<file path="src/rtl/uart_transceiver_param.sv">
// Parametrised full-duplex UART: ready/valid TX engine and an RX engine with a
// 2-FF synchroniser, start-bit glitch rejection, parity/framing checks and internal loopback.
module uart_transceiver_param #(
    parameter int unsigned CLKS_PER_BIT = 434,
    parameter int unsigned DATA_BITS    = 8,
    parameter int unsigned PARITY_MODE  = 1,
    parameter int unsigned STOP_BITS    = 1
) (
    input  logic                 i_clk,
    input  logic                 i_rst_n,
    input  logic [DATA_BITS-1:0] i_tx_data,
    input  logic                 i_tx_valid,
    output logic                 o_tx_ready,
    output logic                 o_serial_out,
    input  logic                 i_serial_in,
    input  logic                 i_loopback,
    output logic [DATA_BITS-1:0] o_rx_data,
    output logic                 o_rx_valid,
    output logic                 o_parity_error,
    output logic                 o_frame_error
);

    localparam int unsigned CNT_W = $clog2(STOP_BITS * CLKS_PER_BIT + 1);
    localparam int unsigned IDX_W = $clog2(DATA_BITS + 1);
    localparam logic [CNT_W-1:0] BIT_LAST  = CNT_W'(CLKS_PER_BIT - 1);
    localparam logic [CNT_W-1:0] HALF_LAST = CNT_W'(CLKS_PER_BIT / 2 - 1);
    localparam logic [CNT_W-1:0] STOP_LAST = CNT_W'(STOP_BITS * CLKS_PER_BIT - 1);
    localparam logic [IDX_W-1:0] DATA_LAST = IDX_W'(DATA_BITS - 1);
    localparam logic HAS_PARITY = (PARITY_MODE != 0);
    localparam logic ODD_PARITY = (PARITY_MODE == 2);

    typedef enum logic [2:0] {TxIdle, TxStart, TxData, TxParity, TxStop} tx_state_t;
    typedef enum logic [2:0] {RxIdle, RxStart, RxData, RxParity, RxStop, RxWaitHigh} rx_state_t;

    tx_state_t            r_tx_state;
    logic [CNT_W-1:0]     r_tx_cnt;
    logic [IDX_W-1:0]     r_tx_idx;
    logic [DATA_BITS-1:0] r_tx_shift;
    logic                 r_tx_parity;
    logic                 r_tx_ready;
    logic                 r_serial_out;

    always_ff @(posedge i_clk or negedge i_rst_n) begin
        if (!i_rst_n) begin
            r_tx_state   <= TxIdle;
            r_tx_cnt     <= '0;
            r_tx_idx     <= '0;
            r_tx_shift   <= '0;
            r_tx_parity  <= 1'b0;
            r_tx_ready   <= 1'b1;
            r_serial_out <= 1'b1;
        end else begin
            unique case (r_tx_state)
                TxIdle: begin
                    if (i_tx_valid && r_tx_ready) begin
                        r_tx_shift   <= i_tx_data;
                        r_tx_parity  <= ^i_tx_data ^ ODD_PARITY;
                        r_tx_cnt     <= '0;
                        r_tx_ready   <= 1'b0;
                        r_serial_out <= 1'b0;
                        r_tx_state   <= TxStart;
                    end
                end
                TxStart: begin
                    if (r_tx_cnt == BIT_LAST) begin
                        r_tx_cnt     <= '0;
                        r_tx_idx     <= '0;
                        r_serial_out <= r_tx_shift[0];
                        r_tx_state   <= TxData;
                    end else begin
                        r_tx_cnt <= r_tx_cnt + 1'b1;
                    end
                end
                TxData: begin
                    if (r_tx_cnt == BIT_LAST) begin
                        r_tx_cnt <= '0;
                        if (r_tx_idx == DATA_LAST) begin
                            if (HAS_PARITY) begin
                                r_serial_out <= r_tx_parity;
                                r_tx_state   <= TxParity;
                            end else begin
                                r_serial_out <= 1'b1;
                                r_tx_state   <= TxStop;
                            end
                        end else begin
                            r_tx_idx     <= r_tx_idx + 1'b1;
                            r_tx_shift   <= r_tx_shift >> 1;
                            r_serial_out <= r_tx_shift[1];
                        end
                    end else begin
                        r_tx_cnt <= r_tx_cnt + 1'b1;
                    end
                end
                TxParity: begin
                    if (r_tx_cnt == BIT_LAST) begin
                        r_tx_cnt     <= '0;
                        r_serial_out <= 1'b1;
                        r_tx_state   <= TxStop;
                    end else begin
                        r_tx_cnt <= r_tx_cnt + 1'b1;
                    end
                end
                TxStop: begin
                    // One counter run covers all stop bits.
                    if (r_tx_cnt == STOP_LAST) begin
                        r_tx_cnt   <= '0;
                        r_tx_ready <= 1'b1;
                        r_tx_state <= TxIdle;
                    end else begin
                        r_tx_cnt <= r_tx_cnt + 1'b1;
                    end
                end
                default: r_tx_state <= TxIdle;
            endcase
        end
    end

    logic w_rx_line;
    logic r_sync1;
    logic r_sync2;

    assign w_rx_line = i_loopback ? r_serial_out : i_serial_in;

    always_ff @(posedge i_clk or negedge i_rst_n) begin
        if (!i_rst_n) begin
            r_sync1 <= 1'b1;
            r_sync2 <= 1'b1;
        end else begin
            r_sync1 <= w_rx_line;
            r_sync2 <= r_sync1;
        end
    end

    rx_state_t            r_rx_state;
    logic [CNT_W-1:0]     r_rx_cnt;
    logic [IDX_W-1:0]     r_rx_idx;
    logic [DATA_BITS-1:0] r_rx_shift;
    logic                 r_rx_par_bit;
    logic [DATA_BITS-1:0] r_rx_data;
    logic                 r_rx_valid;
    logic                 r_parity_error;
    logic                 r_frame_error;

    always_ff @(posedge i_clk or negedge i_rst_n) begin
        if (!i_rst_n) begin
            r_rx_state     <= RxIdle;
            r_rx_cnt       <= '0;
            r_rx_idx       <= '0;
            r_rx_shift     <= '0;
            r_rx_par_bit   <= 1'b0;
            r_rx_data      <= '0;
            r_rx_valid     <= 1'b0;
            r_parity_error <= 1'b0;
            r_frame_error  <= 1'b0;
        end else begin
            r_rx_valid <= 1'b0;
            unique case (r_rx_state)
                RxIdle: begin
                    if (!r_sync2) begin
                        r_rx_cnt   <= '0;
                        r_rx_state <= RxStart;
                    end
                end
                RxStart: begin
                    // Half-bit resample: a line back high means the start edge was a glitch.
                    if (r_rx_cnt == HALF_LAST) begin
                        r_rx_cnt <= '0;
                        r_rx_idx <= '0;
                        r_rx_state <= r_sync2 ? RxIdle : RxData;
                    end else begin
                        r_rx_cnt <= r_rx_cnt + 1'b1;
                    end
                end
                RxData: begin
                    if (r_rx_cnt == BIT_LAST) begin
                        r_rx_cnt   <= '0;
                        r_rx_shift <= {r_sync2, r_rx_shift[DATA_BITS-1:1]};
                        if (r_rx_idx == DATA_LAST) begin
                            r_rx_state <= HAS_PARITY ? RxParity : RxStop;
                        end else begin
                            r_rx_idx <= r_rx_idx + 1'b1;
                        end
                    end else begin
                        r_rx_cnt <= r_rx_cnt + 1'b1;
                    end
                end
                RxParity: begin
                    if (r_rx_cnt == BIT_LAST) begin
                        r_rx_cnt     <= '0;
                        r_rx_par_bit <= r_sync2;
                        r_rx_state   <= RxStop;
                    end else begin
                        r_rx_cnt <= r_rx_cnt + 1'b1;
                    end
                end
                RxStop: begin
                    if (r_rx_cnt == BIT_LAST) begin
                        r_rx_cnt       <= '0;
                        r_rx_valid     <= 1'b1;
                        r_rx_data      <= r_rx_shift;
                        r_parity_error <= HAS_PARITY & (^r_rx_shift ^ r_rx_par_bit ^ ODD_PARITY);
                        r_frame_error  <= ~r_sync2;
                        r_rx_state     <= r_sync2 ? RxIdle : RxWaitHigh;
                    end else begin
                        r_rx_cnt <= r_rx_cnt + 1'b1;
                    end
                end
                RxWaitHigh: begin
                    if (r_sync2) begin
                        r_rx_state <= RxIdle;
                    end
                end
                default: r_rx_state <= RxIdle;
            endcase
        end
    end

    assign o_tx_ready     = r_tx_ready;
    assign o_serial_out   = r_serial_out;
    assign o_rx_data      = r_rx_data;
    assign o_rx_valid     = r_rx_valid;
    assign o_parity_error = r_parity_error;
    assign o_frame_error  = r_frame_error;

endmodule

</file>
<file path="config.mk">
export PLATFORM = sky130hd
export DESIGN_NAME = uart_transceiver_param
export DESIGN_NICKNAME = d
export VERILOG_FILES = /design/src/rtl/uart_transceiver_param.sv
export SDC_FILE = /design/constraint.sdc
export NUM_CORES = 1
export LEC_CHECK = 0
export ABC_AREA = 0
export BUFFER_PORTS_ARGS = -buffer_cell sky130_fd_sc_hd__buf_4
export CORE_ASPECT_RATIO = 0.8
export CORE_UTILIZATION = 56
export CTS_BUF_LIST = sky130_fd_sc_hd__clkbuf_2
export CTS_CLUSTER_DIAMETER = 80
export DETAILED_ROUTE_END_ITERATION = 10
export PLACE_DENSITY = 0.89
export SLEW_MARGIN = 10
export SYNTH_ARGS = -nofsm -noshare
export SYNTH_HDL_FRONTEND = slang
export SYNTH_SLANG_ARGS = --single-unit
</file>
<file path="constraint.sdc">
create_clock -name i_clk -period 1.7 [get_ports i_clk]
set_input_delay 0.085 -clock i_clk [delete_from_list [all_inputs] [get_ports i_clk]]
set_output_delay 0.085 -clock i_clk [all_outputs]
set_load 0.02 [all_outputs]
</file>
# == After elaboration in Yosys (flattened, before gate mapping) ==
# Index checks and enable logic that the tools add are counted.
# totals
register_bits,65
latchBits,0
mem_bits_rw,0
rom_bits,0
inputBits,13
output_inout_bits,13
elab_cells,126
n_memories,0
# op_classes
addsub,4
multipliers,0
div_mod_pow,0
n_lt_le_gt_ge,0
eq_ne,29
shifts,0
mux,46
bitwise,2
n_reduce_logical,27
# op_table
cell,n
9-bit two-way mux,5
3-bit two-way mux,14
"2-bit inequality test, second input constant",15
9-bit case mux with 3 select lines,1
4-bit two-way mux,6
8-bit two-way mux,3
"9-bit by 1-bit adder with 9-bit output, second input constant",2
"9-bit equality test, second input constant",2
3-bit case mux with 6 select lines,1
9-bit case mux with 2 select lines,1
4-bit case mux with 2 select lines,2
8-bit case mux with 2 select lines,1
8-bit parity,2
3-bit case mux with 5 select lines,1
"3-bit by 2-bit equality test with 1-bit output, second input constant",4
2-bit AND reduction,6
4-bit AND reduction,3
2-bit nonzero test,5
"3-bit equality test, second input constant",3
"9-bit by 8-bit equality test with 1-bit output, second input constant",1
"4-bit by 1-bit adder with 4-bit output, second input constant",2
"4-bit by 3-bit equality test with 1-bit output, second input constant",2
1-bit two-way mux,8
7-bit AND reduction,1
other kinds (15),17

# == Longest topological paths before layout ==
# Gate-level depths: netlist (run 1).
# logic_depth
word_depth,4
ltp_mapped,8
depth_no_buf,6

# == Worst setup path before layout (run 1) ==
# No wires, ideal clock.
# synth_path
path_kind,register to register
startpoint,register r_rx_cnt[0]
endpoint,register r_rx_cnt[7]
arrival_ps,1752
required_time_ps,1574
setup_slack_ps,-178
path_stages_with_launch,8
n_path_buf,1
synth_period_minus_slack_ps,1878
path_cell_list,dfrtp_1 inv_1 ha_1 or4b_4 o31ai_4 buf_6 a21oi_1 a221o_1
# synth_between
elab_chain_len,3
word_cells_on_any_way,6
cone_classes,1 x add/sub; 2 x eq/ne; 3 x mux
# synth_lines
element,line_no,source
from (decl),135,logic [CNT_W-1:0] r_rx_cnt;
from (signal assigned),171,r_rx_cnt <= r_rx_cnt + 1'b1;
from (signal assigned),184,r_rx_cnt <= r_rx_cnt + 1'b1;
from (signal assigned),193,r_rx_cnt <= r_rx_cnt + 1'b1;
"9-bit by 1-bit adder with 9-bit output, or another cell as far along",n/a,
9-bit two-way mux (on tied branches),n/a,
9-bit case mux with 3 select lines *,157,unique case (r_rx_state)
# Mark *: on every way between the ends. The rest lies on a longest branch, timed or not.
# A chain may end at the register's enable or synchronous reset.

# == Worst setup path after layout (run 1) ==
# layout_path
startpoint,register r_rx_cnt[1]
endpoint,register r_rx_state[1]
# layout_between
elab_chain_len,3
word_cells_on_any_way,7
cone_classes,6 x eq/ne; 1 x reduce/logical
# layout_lines
element,line_no,source
9-bit equality test / 9-bit by 8-bit equality test with 1-bit output (equally long branches),n/a,
2-bit inequality test (no line),n/a,
7-bit AND reduction (no line) *,n/a,
to (signal assigned),179,r_rx_state <= HAS_PARITY ? RxParity : RxStop;
to (signal assigned),191,r_rx_state <= RxStop;
to (signal assigned),203,r_rx_state <= r_sync2 ? RxIdle : RxWaitHigh;
to (decl),134,rx_state_t r_rx_state;
# Marks and branches as above.

==> summary.md, run 1 <==
The run finished, with violations left. The final reports fail on setup timing. The tools report the total global-route track usage as 0.278. Summing internal, switching and leakage power gives 2.78 mW. Timing analysis after detailed placement gives a worst setup slack of -0.226 ns.

The first global-routing pass estimated 14.1 mm of wire. For the pin with the worst max-slew slack, the measured transition is 0.819 ns. Once placement completed, the tool counted placed cells totaling 465. The worst endpoint data arrival time was 2.41 ns. Summed over all cells, the static leakage comes to 2.33 nW. The run gives 3,118 as the via count.

Setup repair after global routing could not meet its margin everywhere. Fill cell total of the finished layout: 348. The number of antenna-violating nets in the routed design is 0. The number of nets in the synthesized netlist is 344. For the number of different library cells in the post-synthesis netlist, the log shows 62.

The final cycle utilization of the critical path was 1.17. Counting flops and latches in the post-synthesis netlist gives 65. TritonCTS built the clock tree. The routed design could run at a clock period as short as 1.99 ns. The number of global-route vias before repair was 2,970; the largest net degree at the start of global routing was 66. The count of input and output buffers is 25.

The area share of the largest cell type after synthesis came out at 0.430. The number of maximum-capacitance constraint violations is 0. Timing would allow up to 502 MHz.

The path class of the tightest hold or removal check is in2async. The post-layout worst setup margin was -0.290 ns. The proportion of register bits with asynchronous set or reset after synthesis was 1.00. The height of the die was 73.3 um; the number of hold-slack violations in the final timing report was 0. The setup skew after layout is 0.0383 ns. In this run the cell area of the synthesized design comes to 3550 sq um. The startpoint type of the worst setup path was a flip-flop. Most common flop cell mapped by yosys: dfrtp_1. For this run, the detailed router's first-pass iteration total came to 5. For the relative max-transition margin, the log shows 0.454. The cell accounting for the most synthesized area was dfrtp_1.

In the post-synthesis netlist, the cell with the most instances is dfrtp_1. Ranked by total cell area, the synthesized netlist is headed by dfrtp_1, mux2_2, dfstp_2. The worst-case IR drop observed on VDD is 0.581 mV.

In this run the mean area of a mapped cell was 11.0 sq um. The total overflow left after global routing is 0. The average wire length per cell after detail routing came out at 19.0 um. The worst setup path is captured at a flip-flop. The clock transition at the register clock pins on the worst setup and hold paths after CTS is 0.22 ns, and the initial core utilization is 0.592. The logs give 0.879 for the placer's final routability congestion estimate and 510 for the final non-filler cell total. The tools report the remaining design rule violation count as 0.

The setup violation total in the final timing report is 43, and the horizontal die dimension is 91.1 um. Using the TritonRoute via totals, the vias-per-cell ratio works out to 6.11. The number of cell rows is 25, and the post-detailed-routing wire length is 9.70 mm. The number of nets in the finished design is 444. CTS built an H-tree with a depth of 3. Counting along the longest clock path gives a buffer depth of 2. The areal power density over the cells came out at 577 nW/um^2.

The wire-length estimate of the detail-placed layout is 5.46 mm. The layout-stage area growth over the synthesis result is 35.4%. The tools report the floorplan die area as 6670 sq um. The proportion of layout cells with a drive suffix above 1 was 0.438; the latest clock arrival within the worst-skew pair was 0.55 ns.

Synthesis handed over a netlist of 324 instances. The cell sitting at the root of the clock tree is a clkbuf_2. By count the netlist is led by dfrtp_1, mux2_2, nand2_1, a21oi_1, nor2_1. The data required time of the critical path came out at 2.12 ns. The logs give 2020 sq um for the area occupied by multi-input gates and 0 for the initial antenna violation count.

After the first detailed-routing iteration, the DRC count stood at 200. 26 I/O pins were placed. The post-synthesis sequential area ratio came out at 0.459. The logic depth of the worst register-to-register path was 7. The run gives 0 as the final antenna diode count. Along the worst path, the maximum fanout reaches 5. The combined flip-flop and latch cell area was 1630 sq um.

The worst setup path is of the reg2reg kind. The number of warnings printed during yosys synthesis came out at 0. The run gives 9 as the total clock buffers created by CTS. The tree built by TritonCTS fans out to 65 sinks. The final max-slew violation count was 0. The total area inside the core boundary comes to 6010 sq um. Yosys mapped a number of flops with a built-in enable equal to 0.
==> worst max-delay path, cell delays in order, from the launching register on <==
cell and delay (ns):
dfrtp_1 0.45, inv_2 0.08, ha_4 0.13, or4b_4 0.47, o31ai_4 0.27, buf_4 0.19
and2_4 0.17, o211ai_1 0.11
==> where the power goes <==
| group | internal (mW) | switching [mW] |
|---|---|---|
| clock | 0.485 | 0.611 |
| sequential | 1.55 | 0.00110 |
| combinational | 0.0656 | 0.0631 |
==> through the flow <==
stage	utilization	hold WS (ns)	setup TNS, ns	instance area (sq um)
final	0.801	0.107	-6.81	4810
after global routing	0.801	0.216	-8.16	4810
after CTS	0.766	0.149	-3.29	4600
after detailed placement	0.694	0.232	-2.81	4170
after global placement	0.694	0.223	-1.70	4170
after floorplan	-	-0.211	-1.22	3590
==> worst paths after layout <==
| check | start | endpoint | slack [ns] |
|---|---|---|---|
| worst max-delay path | r_rx_cnt[1] | r_rx_state[1] | -0.29 |
| worst min-delay path | i_rst_n | r_rx_cnt[3] | 0.11 |
| worst max register to register | r_rx_cnt[1] | r_rx_state[1] | -0.29 |
| worst min register to register | r_sync1 | r_sync2 | 0.35 |
| max in group asynchronous | i_rst_n | r_tx_state[1] | 1.00 |
| min in group i_clk | i_loopback | r_sync1 | 0.34 |
==> flip-flops by register name, indices dropped and copies added, names as in the netlist <==
| signal | count |
|---|---|
| o_serial_out | 1 |
| r_rx_cnt | 9 |
| r_sync2 | 1 |
| o_parity_error | 1 |
| r_rx_state | 3 |
| r_tx_cnt | 9 |
| r_tx_state | 3 |
| o_frame_error | 1 |
| r_tx_parity | 1 |
| r_rx_shift | 8 |
| o_tx_ready | 1 |
| r_tx_idx | 4 |
| r_rx_idx | 4 |
| r_rx_par_bit | 1 |
| r_tx_shift | 8 |
| r_sync1 | 1 |
| o_rx_valid | 1 |
| o_rx_data | 8 |
==> cells in the final DEF, fill, tap and decap left out, types with 4 or more instances in the layout <==
cell type,netlist,routed
buf_4,2,78
dfrtp_1,61,59
mux2_2,32,23
nand2_1,25,23
a21oi_1,19,16
nor2_1,14,13
mux2_4,3,12
dlygate4sd3_1,0,12
nand3_1,12,11
xnor2_1,11,11
o21ai_0,11,9
clkbuf_2,0,9
buf_6,4,8
nor2b_1,8,7
a21o_1,7,7
inv_1,9,6
a31oi_1,6,6
a22o_1,4,4
ha_1,7,4
dfstp_2,4,4
==> per-layer routing <==
metal | up-vias | GRT usage | routed length, um
met1 | 1537 | 0.336 | 3840
met5 | - | 0 | 0
met2 | 136 | 0.489 | 4930
met3 | 46 | 0.0580 | 516
li1 | 1399 | - | -
met4 | 0 | 0.122 | 421
==> what timing repair did <==
item                                   in CTS  in global routing
setup endpoints to repair                  34                 54
pin swaps                                  10                 13
hold buffers                               12                  0
gates cloned                                0                  2
endpoints found under the hold margin      71                  0
buffers inserted                            9                  8
gates resized for setup                    24                 30
==> final cells by class <==
type | count | area share
clock buffers | 9 | 0.00936
clock inverters | 7 | 0.0198
well taps | 81 | 0.0211
multi-input cells | 237 | 0.420
flip-flops and latches | 65 | 0.340
repair buffers | 102 | 0.183
inverters | 9 | 0.00702
==> kinds of logic (layout without fill, tap and decap cells) <==
family	after synthesis	in the layout	share of synthesized area
adder cells (fa/ha/maj)	7	7	0.0246
XOR/XNOR	15	15	0.0408
AO/OA/AOI/OAI	77	77	0.154
multiplexers	38	38	0.123
buffers and inverters	22	127	0.0356
AND/OR/NAND/NOR	100	100	0.163
flip-flops	65	65	0.459
Note: power is estimated with default switching activity, not from simulation.
==> run 2, diff against run 1 <==
--- a/config.mk
+++ b/config.mk
@@ -8,11 +8,13 @@
 export ABC_AREA = 0
 export BUFFER_PORTS_ARGS = -buffer_cell sky130_fd_sc_hd__buf_4
 export CORE_ASPECT_RATIO = 0.8
+export CORE_MARGIN = 2
 export CORE_UTILIZATION = 56
 export CTS_BUF_LIST = sky130_fd_sc_hd__clkbuf_2
 export CTS_CLUSTER_DIAMETER = 80
 export DETAILED_ROUTE_END_ITERATION = 10
 export PLACE_DENSITY = 0.89
+export SETUP_SLACK_MARGIN = 0.15
 export SLEW_MARGIN = 10
 export SYNTH_ARGS = -nofsm -noshare
 export SYNTH_HDL_FRONTEND = slang
==> summary.md, run 2 (same netlist as run 1, synthesis figures left out) <==
The run finished, with violations left. Violations in the final reports: setup timing (unchanged). The core occupancy in the finished layout was 0.867 (was 0.801); the count of input and output buffers was 25 (unchanged). The largest net degree at the start of global routing came out at 35 (was 66). For the final sum of negative setup slack, the log shows -7.65 ns (was -6.81 ns). The part of the power in combinational logic was 0.047 (was 0.046); the initial antenna violation count was 0 (unchanged). For the fill cell total of the finished layout, the log shows 275 (was 348). The highest fanout seen on the critical path came out at 5 (unchanged). The area occupied by multi-input gates was 2190 sq um (was 2020 sq um); the total clock buffers created by CTS was 9 (unchanged). For the number of maximum-capacitance constraint violations, the log shows 0 (unchanged). The tools report the remaining design rule violation count as 0 (unchanged).

Master cell of the clock root buffer: clkbuf_2 (unchanged). The worst IR drop on VDD came out at 0.553 mV (was 0.581 mV). The switching share of total power is 0.236 (was 0.243), and the number of antenna-violating nets in the routed design is 0 (unchanged). Floorplan die area: 7000 sq um (was 6670 sq um). The setup violation total in the final timing report came out at 49 (was 43). The startpoint type of the worst setup path was a flip-flop (unchanged).

Latest clock arrival within the worst-skew pair: 0.55 ns (about the same). TritonCTS built the clock tree. The run gives 0.627 (was 0.454) as the relative max-transition margin. For the post-layout worst setup margin, the log shows -0.318 ns (was -0.290 ns). The most common cell after layout, fill and taps aside was buf_4 (unchanged). The logs give 5210 sq um (was 4810 sq um) for the final instance area and 495 MHz (was 502 MHz) for the upper clock frequency limit.

The tools report the initial core utilization as 0.592 (unchanged). The sequential fraction of design power is 0.526 (was 0.559). The cell with the largest stage delay on the worst path is or4b_4 (unchanged). The data required time of the critical path is 2.16 ns (was 2.12 ns), and the total number of clock tree sinks is 65 (unchanged). The number of nets in the finished design was 464 (was 444). The tools report the total net switching power as 0.695 mW (was 0.675 mW). Starting DRC count in detailed routing: 231 (was 200).

The run gives 0 (unchanged) as the final antenna diode count. The critical path class was reg2reg (unchanged). The combined flip-flop and latch cell area was 1630 sq um (about the same); the actual slew at the worst max-slew pin was 0.559 ns (was 0.819 ns). The horizontal die dimension was 93.1 um (was 91.1 um); the number of optimization iterations in the first detailed-route pass was 5 (unchanged). The run gives 0.922 (was 0.879) as the placer's final routability congestion estimate.

Largest registers: r_rx_cnt x9, r_tx_cnt x9 (unchanged). The post-layout minimum cycle time works out to 2.02 ns (was 1.99 ns). The number of cell rows is 25 (unchanged). The worst endpoint data arrival time came out at 2.47 ns (was 2.41 ns).

The total number of H-tree levels is 3 (unchanged), and the clock network fraction of design power is 0.426 (was 0.394). The run gives 15.7 mm (was 14.1 mm) as the first-pass GRT wire length. The logs give 4200 sq um (was 4170 sq um) for the area of placed instances and 0.295 (was 0.278) for the total global-route track usage.

The via count normalized by instance count is 6.08 (was 6.11), and the highest cell delay on the worst timing path is 0.47 ns (about the same). The run gives 26 (unchanged) as the top-level I/O count. Class of the tightest hold or removal check: in2reg (was in2async). The average wire length per cell after detail routing is 21.6 um (was 19.0 um), and the number of placed cells counting well taps is 465 (unchanged).

The half-perimeter wire length after detailed placement was 5.86 mm (was 5.46 mm). The leftover overflow at the end of global routing is 0 (unchanged). The final non-filler cell total came out at 530 (was 510). For the final max-slew violation count, the log shows 0 (unchanged). Setup repair after global routing could not meet its margin everywhere. The areal power density over the cells came out at 567 nW/um^2 (was 577 nW/um^2).

The static leakage came out at 2.50 nW (was 2.33 nW). Cell breakdown of the critical path: inv_2, ha_4, or4b_4, o31ai_4, buf_6, o211ai_1, a32o_2 (was inv_2, ha_4, or4b_4, o31ai_4, buf_4, and2_4, o211ai_1). The height of the die works out to 75.3 um (was 73.3 um). The setup skew after layout came out at 0.0261 ns (was 0.0383 ns). The number of hold-slack violations in the final timing report was 0 (unchanged). For the number of global-route vias before repair, the log shows 3,235 (was 2,970).

The tools report the nature of the critical path endpoint as a flip-flop (unchanged). The clock transition at the register clock pins on the worst setup and hold paths after CTS was 0.21 ns (was 0.22 ns). The core area is 6010 sq um (unchanged), and the layout-stage area growth over the synthesis result is 46.6% (was 35.4%). The tools report the via count as 3,222 (was 3,118). The final cycle utilization of the critical path came out at 1.19 (was 1.17). The internal power component came out at 2.26 mW (was 2.10 mW). The proportion of layout cells with a drive suffix above 1 was 0.517 (was 0.438); the worst hold slack was 0.354 ns (was 0.107 ns).

Commonest non-fill, non-tap cells in the layout: buf_4, dfrtp_1, mux2_2 (was buf_4, dfrtp_1, mux2_2, nand2_1, a21oi_1). Post-detailed-routing wire length: 11.4 mm (was 9.70 mm). The maximum clock insertion buffer count is 2 (unchanged).
==> run 2: cell type report <==
| cell class | count | area share |
|---|---|---|
| clock buffer | 9 | 0.00865 |
| clock inverter | 7 | 0.0228 |
| timing repair buffer | 121 | 0.209 |
| tap | 81 | 0.0195 |
| multi-input combinational | 238 | 0.420 |
| sequential | 65 | 0.313 |
| inverter | 9 | 0.00649 |
==> run 2: layer usage <==
layer | GRT usage | up-vias | routed length [um]
li1 | - | 1447 | -
met1 | 0.339 | 1600 | 4370
met2 | 0.550 | 148 | 6150
met3 | 0.0751 | 27 | 629
met4 | 0.0948 | 0 | 291
met5 | 0 | - | 0
==> run 2: power groups by stage <==
stage / combinational, mW / clock, mW / sequential [mW]
after floorplan: 0.0400 / 0 / 1.58
after global placement: 0.108 / 0 / 1.58
after detailed placement: 0.112 / 0 / 1.58
after CTS: 0.135 / 1.25 / 1.55
after global routing: 0.151 / 1.33 / 1.55
final: 0.139 / 1.26 / 1.55
==> run 2: metrics by stage <==
step,setup slack (ns),total power [mW]
2_1_floorplan,-0.160,1.62
3_3_place_gp,-0.150,1.69
3_5_place_dp,-0.259,1.69
4_1_cts,-0.221,2.94
5_1_grt,-0.373,3.03
6_report,-0.318,2.95
==> run 2: worst paths after layout <==
path                               from             to  slack, ns  cells past startpoint
max in group asynchronous       i_rst_n     o_tx_ready       0.55                      4
min in group asynchronous       i_rst_n    r_rx_cnt[3]       0.51                      3
max                         r_rx_cnt[1]  r_rx_state[2]      -0.32                      7
min                        i_tx_data[7]  r_tx_shift[7]       0.35                      3
min reg2reg                     r_sync1        r_sync2       0.37                      0
max reg2reg                 r_rx_cnt[1]  r_rx_state[2]      -0.32                      7
==> run 2: critical path: cells and delay by family (launching register included) <==
kind            cells  cell delay, ns
flops               1            0.45
fa+ha+maj           1            0.13
compound gates      3            0.62
simple gates        1            0.47
buf+inv             2            0.26
==> run 2: timing repair <==
| action | 4_1_cts | 5_1_grt |
|---|---|---|
| pin swaps | 19 | 16 |
| hold buffers | 12 | 1 |
| cloned | 0 | 2 |
| endpoints found under the hold margin | 73 | 12 |
| buffers inserted | 18 | 16 |
| gates resized for setup | 59 | 39 |
| setup endpoints to repair | 58 | 59 |
